==> src/rtl/alu_exec_stage_pkg.sv <==
// Shared widths and ALU function codes for the execute stage and its neighbours.
// The ALU decodes sel[4:0] as a function code and sel[SEL_ADDSUB_BIT] as add/sub control.
package alu_exec_stage_pkg;

    localparam int XLEN           = 64;
    localparam int SEL_W          = 7;
    localparam int RD_W           = 5;
    localparam int SEL_ADDSUB_BIT = 5;

    localparam logic [4:0] FN_ADD_SUB = 5'h00;
    localparam logic [4:0] FN_SLL     = 5'h01;
    localparam logic [4:0] FN_SLT     = 5'h02;
    localparam logic [4:0] FN_SLTU    = 5'h03;
    localparam logic [4:0] FN_BLTU    = 5'h04;
    localparam logic [4:0] FN_BLT     = 5'h05;
    localparam logic [4:0] FN_XOR     = 5'h06;
    localparam logic [4:0] FN_SRL     = 5'h07;
    localparam logic [4:0] FN_SRA     = 5'h08;
    localparam logic [4:0] FN_OR      = 5'h09;
    localparam logic [4:0] FN_AND     = 5'h0A;
    localparam logic [4:0] FN_BEQ     = 5'h0C;
    localparam logic [4:0] FN_BNE     = 5'h0D;
    localparam logic [4:0] FN_BGTU    = 5'h0E;
    localparam logic [4:0] FN_BGT     = 5'h0F;

    function automatic logic is_branch_fn(input logic [4:0] fn);
        return (fn == FN_BLTU) || (fn == FN_BLT) || (fn == FN_BEQ) ||
               (fn == FN_BNE)  || (fn == FN_BGTU) || (fn == FN_BGT);
    endfunction

endpackage

==> src/rtl/exec_pipe_reg.sv <==
// Generic pipeline slot: a valid bit plus a payload that only changes on load,
// so downstream logic sees stable values while the slot is empty or stalled.
module exec_pipe_reg #(
    parameter int W = 8
) (
    input  logic         clk,
    input  logic         rst_n,
    input  logic         flush,
    input  logic         load,
    input  logic         drop,
    input  logic [W-1:0] d,
    output logic         valid,
    output logic [W-1:0] q
);

    always_ff @(posedge clk or negedge rst_n) begin
        if (!rst_n) begin
            valid <= 1'b0;
            q     <= '0;
        end else begin
            if (flush)
                valid <= 1'b0;
            else if (load)
                valid <= 1'b1;
            else if (drop)
                valid <= 1'b0;

            // A flushed slot keeps its old payload to avoid toggling the ALU inputs.
            if (load && !flush)
                q <= d;
        end
    end

endmodule

==> src/rtl/alu_exec_stage.sv <==
// Execute-stage wrapper around the ALU: issue register E drives the ALU, result
// register W captures its output and presents it downstream with branch resolution.
module alu_exec_stage
    import alu_exec_stage_pkg::*;
#(
    parameter int CNT_W = 32
) (
    input  logic             clk,
    input  logic             rst_n,
    input  logic             flush,
    input  logic             in_valid,
    output logic             in_ready,
    input  logic [XLEN-1:0]  in_op1,
    input  logic [XLEN-1:0]  in_op2,
    input  logic [SEL_W-1:0] in_sel,
    input  logic             in_sladd,
    input  logic [RD_W-1:0]  in_rd,
    input  logic             in_is_branch,
    input  logic [XLEN-1:0]  in_target,
    output logic [XLEN-1:0]  alu_in1,
    output logic [XLEN-1:0]  alu_in2,
    output logic [SEL_W-1:0] alu_sel,
    output logic             alu_sladd,
    output logic             alu_select,
    input  logic [XLEN-1:0]  alu_out,
    output logic             out_valid,
    input  logic             out_ready,
    output logic [XLEN-1:0]  out_result,
    output logic [RD_W-1:0]  out_rd,
    output logic             out_is_branch,
    output logic             out_taken,
    output logic [XLEN-1:0]  out_target,
    output logic             redirect,
    output logic [CNT_W-1:0] retired_cnt
);

    localparam int E_W = 3 * XLEN + SEL_W + RD_W + 2;
    localparam int W_W = 2 * XLEN + RD_W + 2;

    logic           e_valid, w_valid;
    logic           w_free, advance, in_fire, out_fire;
    logic [E_W-1:0] e_d, e_q;
    logic [W_W-1:0] w_d, w_q;

    logic [XLEN-1:0] e_op1, e_op2, e_target;
    logic [SEL_W-1:0] e_sel;
    logic [RD_W-1:0] e_rd;
    logic            e_sladd, e_is_branch;

    // Handshake: a transfer happens on an edge where valid and ready are both high;
    // valid/payload are held by the sender until then. E moves into W when W is
    // empty or draining this cycle; flush blocks new input and empties both slots.
    assign w_free   = !w_valid || out_ready;
    assign advance  = e_valid && w_free;
    assign in_ready = !flush && (!e_valid || w_free);
    assign in_fire  = in_valid && in_ready;
    assign out_fire = out_valid && out_ready;

    assign e_d = {in_op1, in_op2, in_sel, in_sladd, in_rd, in_is_branch, in_target};

    exec_pipe_reg #(.W(E_W)) u_stage_e (
        .clk   (clk),
        .rst_n (rst_n),
        .flush (flush),
        .load  (in_fire),
        .drop  (advance),
        .d     (e_d),
        .valid (e_valid),
        .q     (e_q)
    );

    assign {e_op1, e_op2, e_sel, e_sladd, e_rd, e_is_branch, e_target} = e_q;

    assign alu_in1    = e_op1;
    assign alu_in2    = e_op2;
    assign alu_sel    = e_sel;
    assign alu_sladd  = e_sladd;
    assign alu_select = e_valid;

    // Branch compares return their verdict in bit 0; branches write no register value.
    assign w_d = {(e_is_branch ? {XLEN{1'b0}} : alu_out),
                  e_rd, e_is_branch, (e_is_branch & alu_out[0]), e_target};

    exec_pipe_reg #(.W(W_W)) u_stage_w (
        .clk   (clk),
        .rst_n (rst_n),
        .flush (flush),
        .load  (advance),
        .drop  (out_fire),
        .d     (w_d),
        .valid (w_valid),
        .q     (w_q)
    );

    assign out_valid = w_valid;
    assign {out_result, out_rd, out_is_branch, out_taken, out_target} = w_q;

    // A result handed over in the flush cycle still retires; only redirect is killed.
    always_ff @(posedge clk or negedge rst_n) begin
        if (!rst_n) begin
            redirect    <= 1'b0;
            retired_cnt <= '0;
        end else begin
            redirect <= !flush && out_fire && out_is_branch && out_taken;
            if (out_fire)
                retired_cnt <= retired_cnt + {{(CNT_W-1){1'b0}}, 1'b1};
        end
    end

endmodule

==> config.mk <==
export PLATFORM = sky130hd
export DESIGN_NAME = alu_exec_stage
export DESIGN_NICKNAME = d
export VERILOG_FILES = /design/src/rtl/alu_exec_stage_pkg.sv /design/src/rtl/exec_pipe_reg.sv /design/src/rtl/alu_exec_stage.sv
export SDC_FILE = /design/constraint.sdc
export NUM_CORES = 1
export LEC_CHECK = 0
export ABC_AREA = 1
export ABC_CLOCK_PERIOD_IN_PS = 3400
export BUFFER_PORTS_ARGS = -buffer_cell sky130_fd_sc_hd__clkbuf_2
export CAP_MARGIN = 40
export CORE_AREA = 2 2 224 226
export DETAILED_ROUTE_END_ITERATION = 8
export DIE_AREA = 0 0 226 228
export PLACE_DENSITY = 0.55
export SLEW_MARGIN = 20
export SYNTH_ARGS = -nofsm -noshare
export SYNTH_HDL_FRONTEND = slang
export SYNTH_SLANG_ARGS = --single-unit
export TNS_END_PERCENT = 100
==> constraint.sdc <==
create_clock -name clk -period 3.4 [get_ports clk]
set_input_delay 0.17 -clock clk [delete_from_list [all_inputs] [get_ports clk]]
set_output_delay 0.17 -clock clk [all_outputs]
set_load 0.02 [all_outputs]
Word level (Yosys, flattened, before mapping)
Cells that the tools add are included.

Output and inout bits: 307. Register bits after elaboration: 376. Input port bits: 275. Logic and storage cells: 31.

Muxes and demuxes: 7. $add $sub $neg: 1. Bitwise gates (word level): 1. Reduce and logical (&&, ||, !) cells: 16.

Operator list (number): two-way mux 64 bit (1); adder 32 x 1 -> 32 bit (second input constant) (1); logical AND 1 bit (9); two-way mux 1 bit (6); nonzero test 3 bit (2); zero test 1 bit (3); logical OR 1 bit (2); AND 1 bit (1).

Longest topological paths before layout
Gate-level depths: netlist of run 1.

Depth after elaboration: 7. Depth in mapped cells: 10. Depth with buffers taken out: 9.

Hierarchy
A second synthesis of run 1 with hierarchy kept.

Cells, all modules: 1856. Area, all modules: 15924.0 µm².

Modules (own cells, without submodules): exec_pipe_reg (u_stage_e) (area an instance 8167.8 µm², cells an instance 897, instances 1, sequential area each 5180.0 µm²); exec_pipe_reg (u_stage_w) (area an instance 5347.6 µm², cells an instance 589, instances 1, sequential area each 3403.3 µm²); alu_exec_stage (area an instance 2408.6 µm², cells an instance 370, instances 1, sequential area each 825.8 µm²).

Worst setup path after synthesis of run 1
No wires, ideal clock.

Kind: reg-to-reg. Start point: reg retired_cnt[1]. End point: reg retired_cnt[22]. Buffers on the path: 0. Arrival time: 1.454 ns. Period minus slack after synthesis: 1.585 ns. Setup time: 0.130 ns. Data required time: 3.270 ns. Setup slack: 1.815 ns. Cell stages (with the launch flop): 8. Cells stage by stage: dfrtp_1 -> ha_1 -> nand3_1 -> nor2_1 -> nand2_1 -> nor2_1 -> nand2_1 -> xnor2_1.

Word-level cells in the longest chain between the ends: 1.

RTL lines: start: declaration (line alu_exec_stage.sv:34) `output logic [CNT_W-1:0] retired_cnt`; start signal: assignment (line alu_exec_stage.sv:106) `retired_cnt <= retired_cnt + {{(CNT_W-1){1'b0}}, 1'b1};`; adder 32 x 1 -> 32 bit (line alu_exec_stage.sv:106).

Every way passes these cells. A chain may end at the register's enable or synchronous reset.

Worst setup path after layout of run 1
Start point: reg u_stage_w.valid. End point: reg u_stage_e.q[95].

Word-level cells in the longest chain between the ends: 6.

RTL lines: start: declaration (line exec_pipe_reg.sv:12) `output logic valid,`; start signal: assignment (line exec_pipe_reg.sv:18) `valid <= 1'b0;`; start signal: assignment (line exec_pipe_reg.sv:22) `valid <= 1'b0;`; start signal: assignment (line exec_pipe_reg.sv:24) `valid <= 1'b1;`; zero test 1 bit (line alu_exec_stage.sv:53) `assign w_free = !w_valid || out_ready;`; logical OR 1 bit (line alu_exec_stage.sv:53); logical OR 1 bit (line alu_exec_stage.sv:55) `assign in_ready = !flush && (!e_valid || w_free);`; logical AND 1 bit (line alu_exec_stage.sv:55); logical AND 1 bit (line alu_exec_stage.sv:56) `assign in_fire = in_valid && in_ready;`; logical AND 1 bit (line exec_pipe_reg.sv:29) `if (load && !flush)`; end signal: assignment (line exec_pipe_reg.sv:19) `q <= '0;`; end signal: assignment (line exec_pipe_reg.sv:30) `q <= d;`; end: declaration (line exec_pipe_reg.sv:13) `output logic [W-1:0] q`.

Every way passes these cells.

==> results.md, run 1 <==
- Max rail drop VDD: 0.324 mV
- Slew of the pin with the lowest slew margin: 0.840 ns
- Remaining antenna violation count: 0
- CP startpoint: u_stage_w.valid
- Maximum clock insertion buffer count: 3
- Vias in the first global route: 14900
- Post-DP HPWL: 34400 um
- Critical path start-end classification: flip-flop to flip-flop
- Sw Ratio: 0.310
- First-pass detailed-route iteration total: 5
- # DRC: 0
- R2R Path Start: u_stage_w.valid
- Largest net degree at the start of global routing: 136
- First-pass GRT wire length: 81700 um
- # rows: 82
- Sequential share of power: 0.421
- Main area contributors after synthesis: dfrtp_1 59%, nand2_1 19%, nand3_1 9.0%
- Commonest cells in the netlist: 805 x nand2_1, 376 x dfrtp_1, 289 x nand3_1, 154 x buf_4, 40 x buf_2
- H-tree lvl count: 2
- Power Internal: 0.00904 W
- Global route overflow: 0
- Synth Cell Area: 0.0161 mm^2
- Synthesized Nets: 2112
- Most common flop cell mapped by yosys: dfrtp_1
- CTS sink count: 376
- CP required: 3.89 ns
- Sw Pwr: 0.00406 W
- Final nets: 2823
- Crit path DAT: 3.33 ns
- Setup TNS: 0 ns
- Final setup fails: 0
- Post-synth EDFFs: 0
- Share of the synthesized area in the top cell type: 0.585
- Input/output buffers: 581
- Final Core Density: 0.468
- Hold path depth: 4
- Reg2reg end: u_stage_e.q[95]
- Worst Hold Class: primary input to flip-flop
- Initial antenna violation count: 2
- GR Util All Layers: 0.200
- Static Leak: 12.7 nW
- Initial Utilization: 0.326
- DR iter-0 viols: 793
- Combinational Power Share: 0.214
- GPL Wtd Cong: 0.868
- Root buffer cell: clkbuf_16
- Clk Latency, worst-skew pair: 0.55 ns
- Yosys synthesis warning count: 0
- Via count: 14700
- Period Utilization, post-route: 0.837
- Yosys reg bits: 376
- Post-Place Cells: 2873
- Setup slack, reg-to-reg: 0.55 ns
- Crit path max fanout: 76
- Layout area overhead: 43.6%
- Setup Buffers After CTS: 0
- Max frequency: 351 MHz
- Power Total: 0.0131 W
- Pins Over Slew Limit: 0
- CP Launch Type: flip-flop
- Io pins: 582
- Async SR Flop Fraction: 1.00
- Cell variety after synth: 28
- Routed WL: 52500 um
- Synth area leader: dfrtp_1
- Fin Hold WS: 0.273 ns
- FILL cells: 4636
- Final critical-path required period: 2.85 ns
- Finished Layout Cells: 3254
- Max-cap viol count: 0
- Pwr/cell area: 568 mW/mm^2
- Worst Hold Path EP: u_stage_e.q[31]
- Full die area: 0.0515 mm^2
- Layout cells sized above 1: 0.264
- Status: complete, no violations
- Syn avg cell area: 8.75 um^2
- Reg2reg path depth: 9
- Hold Vio Cnt, Final: 0
- Worst hold path startpoint: in_valid
- Die Y: 228 um
- Crit. End Element: flip-flop
- Count leader, synth: nand2_1
- Unrepaired setup endpoints after global routing: no
- Via/cell ratio: 4.52
- Max-slew headroom: 0.440
- Part of the Yosys area used for sequential elements: 0.585
- Total CTS buffers: 43
- Clk pwr share: 0.365
- Worst-path clk slew: 0.06 ns
- Synth Instances: 1836
- Wire length per cell: 16.1 um
- Clock skew: 0.0114 ns
- Die X-Extent: 226 um
- CTS tree: yes
- Core Area: 0.0493 mm^2
[power groups by stage]
| stage | clock, W | combinational (W) | sequential, W |
|---|---|---|---|
| floorplan | 0 | 0.00133 | 0.00590 |
| global placement | 0 | 0.00251 | 0.00556 |
| detailed placement | 0 | 0.00255 | 0.00557 |
| CTS | 0.00494 | 0.00282 | 0.00551 |
| global route | 0.00511 | 0.00306 | 0.00559 |
| finish | 0.00478 | 0.00281 | 0.00551 |
[layer usage]
layer  wire (um)  part of all wire  track usage
met1       21000              0.40        0.236
met5           0                 0            0
met3        4010             0.076       0.0555
met4        2090             0.040       0.0830
met2       25400              0.48        0.341
[final cells by class]
type	count	area, um^2	area share
clock buffer	63	1280	0.0556
antenna	3	7.51	0.000325
timing repair buffer	903	6200	0.269
sequential	376	9410	0.408
tap	672	841	0.0364
inverter	44	173	0.00748
multi-input combinational	1179	4990	0.216
clock inverter	14	179	0.00775
[layout by cell type, fill, tap and decap left out, types with 2 or more instances in the layout]
cell	instances
nor2_1	36
diode_2	3
clkbuf_16	45
dfrtp_1	376
clkinvlp_4	2
clkbuf_1	9
nor2_2	2
nand3_1	289
inv_2	3
bufinv_16	4
a21oi_1	2
nor3_1	2
o31ai_1	2
inv_1	39
clkbuf_2	579
nand4_1	9
buf_4	13
buf_12	7
clkinv_2	7
nand2_1	805
xor2_1	10
clkbuf_8	9
dlygate4sd3_1	301
xnor2_1	11
[registers in the layout (all words and copies together) (netlist names)]
signal           flops
u_stage_e.q        206
redirect             1
retired_cnt         32
u_stage_w.q        135
u_stage_w.valid      1
u_stage_e.valid      1
[worst max path at each step]
stage                       endpoint  slack, ns
global route         u_stage_e.q[97]       0.31
finish               u_stage_e.q[95]       0.55
global placement    u_stage_e.q[177]       0.98
CTS                  u_stage_e.q[97]       0.56
detailed placement  u_stage_e.q[193]       0.97
floorplan            retired_cnt[22]       1.82
[through the flow]
| stage | setup slack [ns] | instance area [um^2] |
|---|---|---|
| 5_1_grt | 0.306 | 23100 |
| 3_5_place_dp | 0.967 | 18600 |
| 6_report | 0.554 | 23100 |
| 2_1_floorplan | 1.82 | 16100 |
| 4_1_cts | 0.565 | 23100 |
| 3_3_place_gp | 0.980 | 18600 |
[cells by family (layout without fill, tap and decap cells)]
kind of cell / count (synthesis) / count (layout) / share of synthesized area
AND/OR/NAND/NOR: 1148 / 1148 / 0.294
other: 0 / 3 / 0
XOR/XNOR: 21 / 21 / 0.0114
flip-flops: 376 / 376 / 0.585
AO/OA/AOI/OAI: 9 / 9 / 0.00358
buffers and inverters: 281 / 1024 / 0.105
adder cells (fa/ha/maj): 1 / 1 / 0.000778
[worst max-delay path, cell delays in order, from the launching register on]
cell           delay (ns)
dfrtp_1              0.40
inv_1                0.06
nor2_1               0.06
inv_2                0.08
o21ai_2              0.08
inv_6                0.43
buf_4                0.72
nand3_1              0.17
dlygate4sd3_1        0.62
nand2_1              0.07
[repair_timing]
item                      in CTS  in global routing
hold buffers                 301                  0
resized for setup              0                  0
hold endpoints to repair     366                  0
Note: power is estimated with default switching activity, not from simulation.
==> run 2: changes to the inputs <==
--- a/config.mk
+++ b/config.mk
@@ -6,7 +6,7 @@
 export NUM_CORES = 1
 export LEC_CHECK = 0
 export ABC_AREA = 1
-export ABC_CLOCK_PERIOD_IN_PS = 3400
+export ABC_CLOCK_PERIOD_IN_PS = 2900
 export BUFFER_PORTS_ARGS = -buffer_cell sky130_fd_sc_hd__clkbuf_2
 export CAP_MARGIN = 40
 export CORE_AREA = 2 2 224 226
==> constraint.sdc (replaced) <==
create_clock -name clk -period 2.9 [get_ports clk]
set_input_delay 0.145 -clock clk [delete_from_list [all_inputs] [get_ports clk]]
set_output_delay 0.145 -clock clk [all_outputs]
set_load 0.02 [all_outputs]
==> results.md, run 2 (same netlist as run 1, synthesis figures left out) <==
- Status: complete, no violations (unchanged)
- Commonest non-fill, non-tap cells in the layout: 805 x nand2_1, 579 x clkbuf_2, 376 x dfrtp_1, 297 x dlygate4sd3_1, 289 x nand3_1 (was 805 x nand2_1, 579 x clkbuf_2, 376 x dfrtp_1, 301 x dlygate4sd3_1, 289 x nand3_1)
- R2R Path Start: u_stage_w.valid (unchanged)
- Initial Utilization: 0.326 (unchanged)
- Worst setup margin: 0.450 ns (was 0.554 ns)
- Unrepaired setup endpoints after global routing: no (unchanged)
- CTS tree: yes (unchanged)
- Multi-input gate area in the final layout: 0.00499 mm^2 (unchanged)
- Layout cells sized above 1: 0.264 (about the same)
- Routed WL: 53000 um (was 52500 um)
- H-tree lvl count: 2 (unchanged)
- GPL Wtd Cong: 0.867 (was 0.868)
- Maximum clock insertion buffer count: 3 (unchanged)
- Post-place setup slack: 0.795 ns (was 0.967 ns)
- Fin Hold WS: 0.212 ns (was 0.273 ns)
- Placed instance area: 0.0187 mm^2 (was 0.0186 mm^2)
- Max-slew headroom: 0.509 (was 0.440)
- Global route overflow: 0 (unchanged)
- Reg2reg end: u_stage_e.q[17] (was u_stage_e.q[95])
- First-pass detailed-route iteration total: 5 (unchanged)
- Final Core Density: 0.467 (was 0.468)
- First-pass GRT wire length: 83000 um (was 81700 um)
- Worst Hold Class: primary input to async pin (was primary input to flip-flop)
- Final nets: 2827 (was 2823)
- Crit path max fanout: 105 (was 76)
- Vias in the first global route: 15100 (was 14900)
- CP Launch Type: flip-flop (unchanged)
- Total CTS buffers: 44 (was 43)
- FILL cells: 4708 (was 4636)
- Hold Vio Cnt, Final: 0 (unchanged)
- Final setup fails: 0 (unchanged)
- Wire length per cell: 16.3 um (was 16.1 um)
- Post-DP HPWL: 35100 um (was 34400 um)
- Pins Over Slew Limit: 0 (unchanged)
- Via count: 14700 (about the same)
- Crit path DAT: 2.30 ns (was 3.33 ns)
- Setup slack, reg-to-reg: 0.55 ns (about the same)
- Commonest non-fill, non-tap cell in the layout: nand2_1 (unchanged)
- Max frequency: 408 MHz
- CP startpoint: u_stage_w.valid (unchanged)
- # DRC: 0 (unchanged)
- CP required: 2.76 ns (was 3.89 ns)
- Io pins: 582 (unchanged)
- Initial antenna violation count: 5 (was 2)
- Critical path start-end classification: flip-flop to output port (was flip-flop to flip-flop)
- FF+latch area: 0.00941 mm^2 (unchanged)
- Largest registers: u_stage_e.q x206, u_stage_w.q x135, retired_cnt x32 (unchanged)
- # rows: 82 (unchanged)
- Max rail drop VDD: 0.444 mV (was 0.324 mV)
- Full die area: 0.0515 mm^2 (unchanged)
- Largest register FFs: 206 (unchanged)
- Die X-Extent: 226 um (unchanged)
- Input/output buffers: 581 (unchanged)
- Core Area: 0.0493 mm^2 (unchanged)
- Static Leak: 12.7 nW (about the same)
- Largest net degree at the start of global routing: 136 (unchanged)
- Via/cell ratio: 4.53 (was 4.52)
- Clock skew: 0.0119 ns (was 0.0114 ns)
- Clk Latency, worst-skew pair: 0.55 ns (about the same)
- CTS sink count: 376 (unchanged)
- Period Utilization, post-route: 0.845
- Worst-path clk slew: 0.06 ns (about the same)
- Die Y: 228 um (unchanged)
- Root buffer cell: clkbuf_16 (unchanged)
- Reg2reg path depth: 9 (unchanged)
- Setup TNS: 0 ns (unchanged)
- Final instance area: 0.0231 mm^2 (about the same)
- Largest register by flop count: u_stage_e.q (unchanged)
- GR Util All Layers: 0.202 (was 0.200)
- Setup Buffers After CTS: 0 (unchanged)
- Max-cap viol count: 0 (unchanged)
- Final critical-path required period: 2.45 ns
- Remaining antenna violation count: 0 (unchanged)
- Pwr/cell area: 654 mW/mm^2 (was 568 mW/mm^2)
- Layout area overhead: 43.5% (was 43.6%)
- Slew of the pin with the lowest slew margin: 0.736 ns (was 0.840 ns)
- DR iter-0 viols: 750 (was 793)
- Crit. End Element: output port (was flip-flop)
run 2: worst max path at each step:
stage / slack, ns / end / cells after the start
CTS: 0.35 / in_ready / 7
finish: 0.45 / in_ready / 7
global placement: 0.80 / u_stage_e.q[45] / 9
floorplan: 1.32 / retired_cnt[22] / 7
detailed placement: 0.80 / u_stage_e.q[45] / 9
global route: 0.28 / in_ready / 7
run 2: area by class of cell:
| cell class | count | area share |
|---|---|---|
| Clock buffer | 68 | 0.0574 |
| Sequential cell | 376 | 0.408 |
| Tap cell | 672 | 0.0365 |
| Multi-Input combinational cell | 1179 | 0.216 |
| Timing Repair Buffer | 906 | 0.272 |
| Inverter | 44 | 0.00749 |
| Antenna cell | 4 | 0.000434 |
| Clock inverter | 5 | 0.00233 |
run 2: where the power goes:
part           internal, W  switching, W
Combinational      0.00119       0.00211
Sequential         0.00601      0.000464
Clock              0.00319       0.00212
Total               0.0104       0.00469
run 2: per-layer routing:
metal | up-vias | global-route usage | part of all wire
met5 | - | 0 | 0.00021
met4 | 2 | 0.100 | 0.046
met3 | 140 | 0.0509 | 0.072
met2 | 556 | 0.340 | 0.48
met1 | 6977 | 0.240 | 0.40
li1 | 7072 | - | -
run 2: per-stage QoR:
step,cells,total power [W]
after floorplan,1836,0.00847
after global placement,2879,0.00948
after detailed placement,2879,0.00953
after CTS,3249,0.0153
after global routing,3254,0.0159
final,3254,0.0151
run 2: timing repair:
action	CTS	global route
hold buffers	297	0
endpoints found under the hold margin	350	0
gates resized for setup	0	0
run 2: critical path, cell delays in order (launching register included):
cell and delay, ns:
dfrtp_1 0.40, inv_1 0.06, nor2_1 0.06, inv_2 0.07
o21ai_2 0.08, inv_6 0.34, buf_12 0.41, clkbuf_2 0.26
==> run 3: changes to the inputs <==
--- a/config.mk
+++ b/config.mk
@@ -5,13 +5,13 @@
 export SDC_FILE = /design/constraint.sdc
 export NUM_CORES = 1
 export LEC_CHECK = 0
-export ABC_AREA = 1
-export ABC_CLOCK_PERIOD_IN_PS = 2900
+export ABC_AREA = 0
+export ABC_CLOCK_PERIOD_IN_PS = 2110
 export BUFFER_PORTS_ARGS = -buffer_cell sky130_fd_sc_hd__clkbuf_2
 export CAP_MARGIN = 40
-export CORE_AREA = 2 2 224 226
+export CORE_AREA = 2 2 225 227
 export DETAILED_ROUTE_END_ITERATION = 8
-export DIE_AREA = 0 0 226 228
+export DIE_AREA = 0 0 227 229
 export PLACE_DENSITY = 0.55
 export SLEW_MARGIN = 20
 export SYNTH_ARGS = -nofsm -noshare
==> constraint.sdc (replaced) <==
create_clock -name clk -period 2.11 [get_ports clk]
set_input_delay 0.1055 -clock clk [delete_from_list [all_inputs] [get_ports clk]]
set_output_delay 0.1055 -clock clk [all_outputs]
set_load 0.02 [all_outputs]
==> results.md, run 3 <==
- Status: complete, no violations (unchanged)
- Yosys reg bits: 376 (unchanged)
- Setup slack, reg-to-reg: 0.17 ns (was 0.55 ns)
- CTS tree: yes (unchanged)
- Final Core Density: 0.455 (was 0.467)
- CP Launch Type: flip-flop (unchanged)
- Post-Place Cells: 2376 (was 2879)
- First-pass detailed-route iteration total: 5 (unchanged)
- Input/output buffers: 581 (unchanged)
- Critical path start-end classification: flip-flop to flip-flop (was flip-flop to output port)
- CP max stage cell: mux2_1 (was buf_12)
- Full die area: 0.0520 mm^2 (was 0.0515 mm^2)
- Post_cts resized: 0 (unchanged)
- GPL Wtd Cong: 0.811 (was 0.867)
- FF+latch area: 0.00941 mm^2 (about the same)
- Clk Latency, worst-skew pair: 0.55 ns (about the same)
- Setup TNS: 0 ns (unchanged)
- Unrepaired setup endpoints after global routing: no (unchanged)
- Largest net degree at the start of global routing: 74 (was 136)
- Bufs and invs on worst path: 1 (was 5)
- Mux share of post-synthesis cell area: 0.150 (was 0)
- Post-synth EDFFs: 0 (unchanged)
- Post-DP HPWL: 31700 um (was 35100 um)
- Remaining antenna violation count: 0 (unchanged)
- DR iter-0 viols: 485 (was 750)
- Largest register by flop count: u_stage_e.q (unchanged)
- Total CTS buffers: 43 (was 44)
- Pwr/cell area: 934 mW/mm^2 (was 654 mW/mm^2)
- Static Leak: 11.4 nW (was 12.7 nW)
- Hold Vio Cnt, Final: 0 (unchanged)
- Vias in the first global route: 12700 (was 15100)
- Commonest non-fill, non-tap cell in the layout: clkbuf_2 (was nand2_1)
- Io pins: 582 (unchanged)
- Core Area: 0.0497 mm^2 (was 0.0493 mm^2)
- Part of the Yosys area used for sequential elements: 0.607 (was 0.585)
- CP Cell Sequence: nor2b_2 -> a21oi_2 -> nand2_8 -> buf_12 -> mux2_1 (was inv_1 -> nor2_1 -> inv_2 -> o21ai_2 -> inv_6 -> buf_12 -> clkbuf_2)
- Post-synthesis xor/xnor area fraction: 0.0175 (was 0.0114)
- Multi-input gate area in the final layout: 0.00480 mm^2 (was 0.00499 mm^2)
- Slew of the pin with the lowest slew margin: 0.780 ns (was 0.736 ns)
- Clock skew: 0.0105 ns (was 0.0119 ns)
- First-pass GRT wire length: 71300 um (was 83000 um)
- Max frequency: 516 MHz
- Cell variety after synth: 29 (was 28)
- Max rail drop VDD: 0.551 mV (was 0.444 mV)
- Pins Over Slew Limit: 0 (unchanged)
- Via/cell ratio: 4.36 (was 4.53)
- FILL cells: 4643 (was 4708)
- Async SR Flop Fraction: 1.00 (unchanged)
- Synth Instances: 1283 (was 1836)
- Worst Hold Class: primary input to async pin (unchanged)
- Worst-path clk slew: 0.06 ns (about the same)
- Count leader, synth: dfrtp_1 (was nand2_1)
- Placed instance area: 0.0184 mm^2 (was 0.0187 mm^2)
- Global route overflow: 0 (unchanged)
- Synth Area in Compound Gates: 0.000888 (was 0.00358)
- Via count: 11900 (was 14700)
- Synth area leader: dfrtp_1 (unchanged)
- Die X-Extent: 227 um (was 226 um)
- Routed WL: 46600 um (was 53000 um)
- GR Util All Layers: 0.174 (was 0.202)
- Syn avg cell area: 12.1 um^2 (was 8.75 um^2)
- Main area contributors after synthesis: dfrtp_1 61%, mux2_1 11%, nand2_1 8.5% (was dfrtp_1 59%, nand2_1 19%, nand3_1 9.0%)
- Crit. End Element: flip-flop (was output port)
- Wire length per cell: 17.1 um (was 16.3 um)
- Layout cells sized above 1: 0.364 (was 0.264)
- Yosys synthesis warning count: 0 (unchanged)
- Largest register FFs: 206 (unchanged)
- Synthesized Nets: 1559 (was 2112)
- # DRC: 0 (unchanged)
- Most common flop cell mapped by yosys: dfrtp_1 (unchanged)
- Max-slew headroom: 0.480 (was 0.509)
- Layout area overhead: 45.6% (was 43.5%)
- Maximum clock insertion buffer count: 3 (unchanged)
- Final critical-path required period: 1.94 ns
- Largest family of logic cells by synthesized area: multiplexers (was simple AND/OR/NAND/NOR gates)
- Final nets: 2301 (was 2827)
- # rows: 82 (unchanged)
- H-tree lvl count: 2 (unchanged)
- Adder-Cell Fraction of Synth Area: 0.000807 (was 0.000779)
- Share of the synthesized area in the top cell type: 0.607 (was 0.585)
- CTS sink count: 376 (unchanged)
- Commonest non-fill, non-tap cells in the layout: 580 x clkbuf_2, 375 x dfrtp_1, 349 x nand2_1, 276 x dlygate4sd3_1, 146 x mux2_1 (was 805 x nand2_1, 579 x clkbuf_2, 376 x dfrtp_1, 297 x dlygate4sd3_1, 289 x nand3_1)
- Largest registers: u_stage_e.q x206, u_stage_w.q x135, retired_cnt x32 (unchanged)
- Commonest cells in the netlist: 376 x dfrtp_1, 349 x nand2_1, 146 x mux2_1, 142 x buf_4, 65 x nand3b_1 (was 805 x nand2_1, 376 x dfrtp_1, 289 x nand3_1, 154 x buf_4, 40 x buf_2)
- Root buffer cell: clkbuf_16 (unchanged)
- Max-cap viol count: 0 (unchanged)
- Crit path DAT: 2.36 ns (was 2.30 ns)
- Initial Utilization: 0.312 (was 0.326)
- Initial antenna violation count: 4 (was 5)
- CP required: 2.53 ns (was 2.76 ns)
- Synth Cell Area: 0.0155 mm^2 (was 0.0161 mm^2)
- Max incr delay on CP: 0.40 ns (was 0.41 ns)
- CP top delay family: simple AND/OR/NAND/NOR gates (was buffers and inverters)
- Final instance area: 0.0226 mm^2 (was 0.0231 mm^2)
- Final setup fails: 0 (unchanged)
- Synth Area in Simple Gates: 0.139 (was 0.294)
- Die Y: 229 um (was 228 um)
- Crit path max fanout: 39 (was 105)
- Period Utilization, post-route: 0.919
- Finished Layout Cells: 2729 (was 3254)
[run 3: cell types whose count changed in the layout (fill, tap and decap cells not counted), moves of 21 or more]
cell	delta
nand3b_1	+65
nor2_1	-28
nand3_1	-273
nand2_1	-456
inv_1	-37
dlygate4sd3_1	-21
mux2_1	+146
mux2_2	+61
[run 3: worst paths after layout]
path,start,to,depth (start not counted)
setup / recovery,u_stage_w.valid,u_stage_e.q[127],5
hold / removal,rst_n,u_stage_e.q[182],2
setup reg to reg,u_stage_w.valid,u_stage_e.q[127],5
hold reg to reg,u_stage_e.q[69],u_stage_w.q[70],2
max in group asynchronous,rst_n,u_stage_w.q[90],3
min in group clk,in_op1[61],u_stage_e.q[203],3
[run 3: layer usage]
layer  GRT usage  routed length (um)  up-vias
met4      0.0756                1770        2
met2       0.294               22500      409
met5           0                  13        -
met1       0.205               18900     5835
met3      0.0504                3410       95
li1            -                   -     5560
[run 3: cell type report]
cell class,instances,share of cell area
inverter,2,0.000333
clock inverter,7,0.00416
clock buffer,67,0.0566
antenna,3,0.000333
timing repair buffer,893,0.272
tap,672,0.0372
multi-input combinational,709,0.213
sequential,376,0.417
[run 3: what timing repair did]
| action | CTS | global route |
|---|---|---|
| hold endpoints to repair | 334 | 0 |
| setup buffers | 0 | 0 |
| hold buffers | 276 | 0 |
[run 3: worst reg2reg max path, stage by stage (launching register included)]
cell	delay, ns
dfrtp_1	0.38
nor2b_2	0.29
a21oi_2	0.15
nand2_8	0.27
buf_12	0.32
mux2_1	0.41
[run 3: stage by stage]
| stage | hold WS, ns | power [W] | setup slack [ns] |
|---|---|---|---|
| after CTS | 0.158 | 0.0214 | 0.182 |
| after detailed placement | 0.157 | 0.0135 | 0.197 |
| final | 0.157 | 0.0211 | 0.170 |
| after global placement | 0.148 | 0.0134 | 0.239 |
| after floorplan | -0.190 | 0.0120 | 0.216 |
| after global routing | 0.200 | 0.0222 | 0.0478 |
[run 3: where the power goes]
| group | switching [W] | internal [W] |
|---|---|---|
| clock network | 0.00290 | 0.00439 |
| registers | 0.000713 | 0.00839 |
| logic | 0.00279 | 0.00191 |
| total | 0.00641 | 0.0147 |
[run 3: cells by family after synthesis]
kind of cell               after synthesis
buffers and inverters                  198
DFF                                    376
muxes                                  207
and+or+nand+nor                        468
xor gates and xnor gates                31
AOI/OAI and AO/OA                        2
adders and majority gates                1
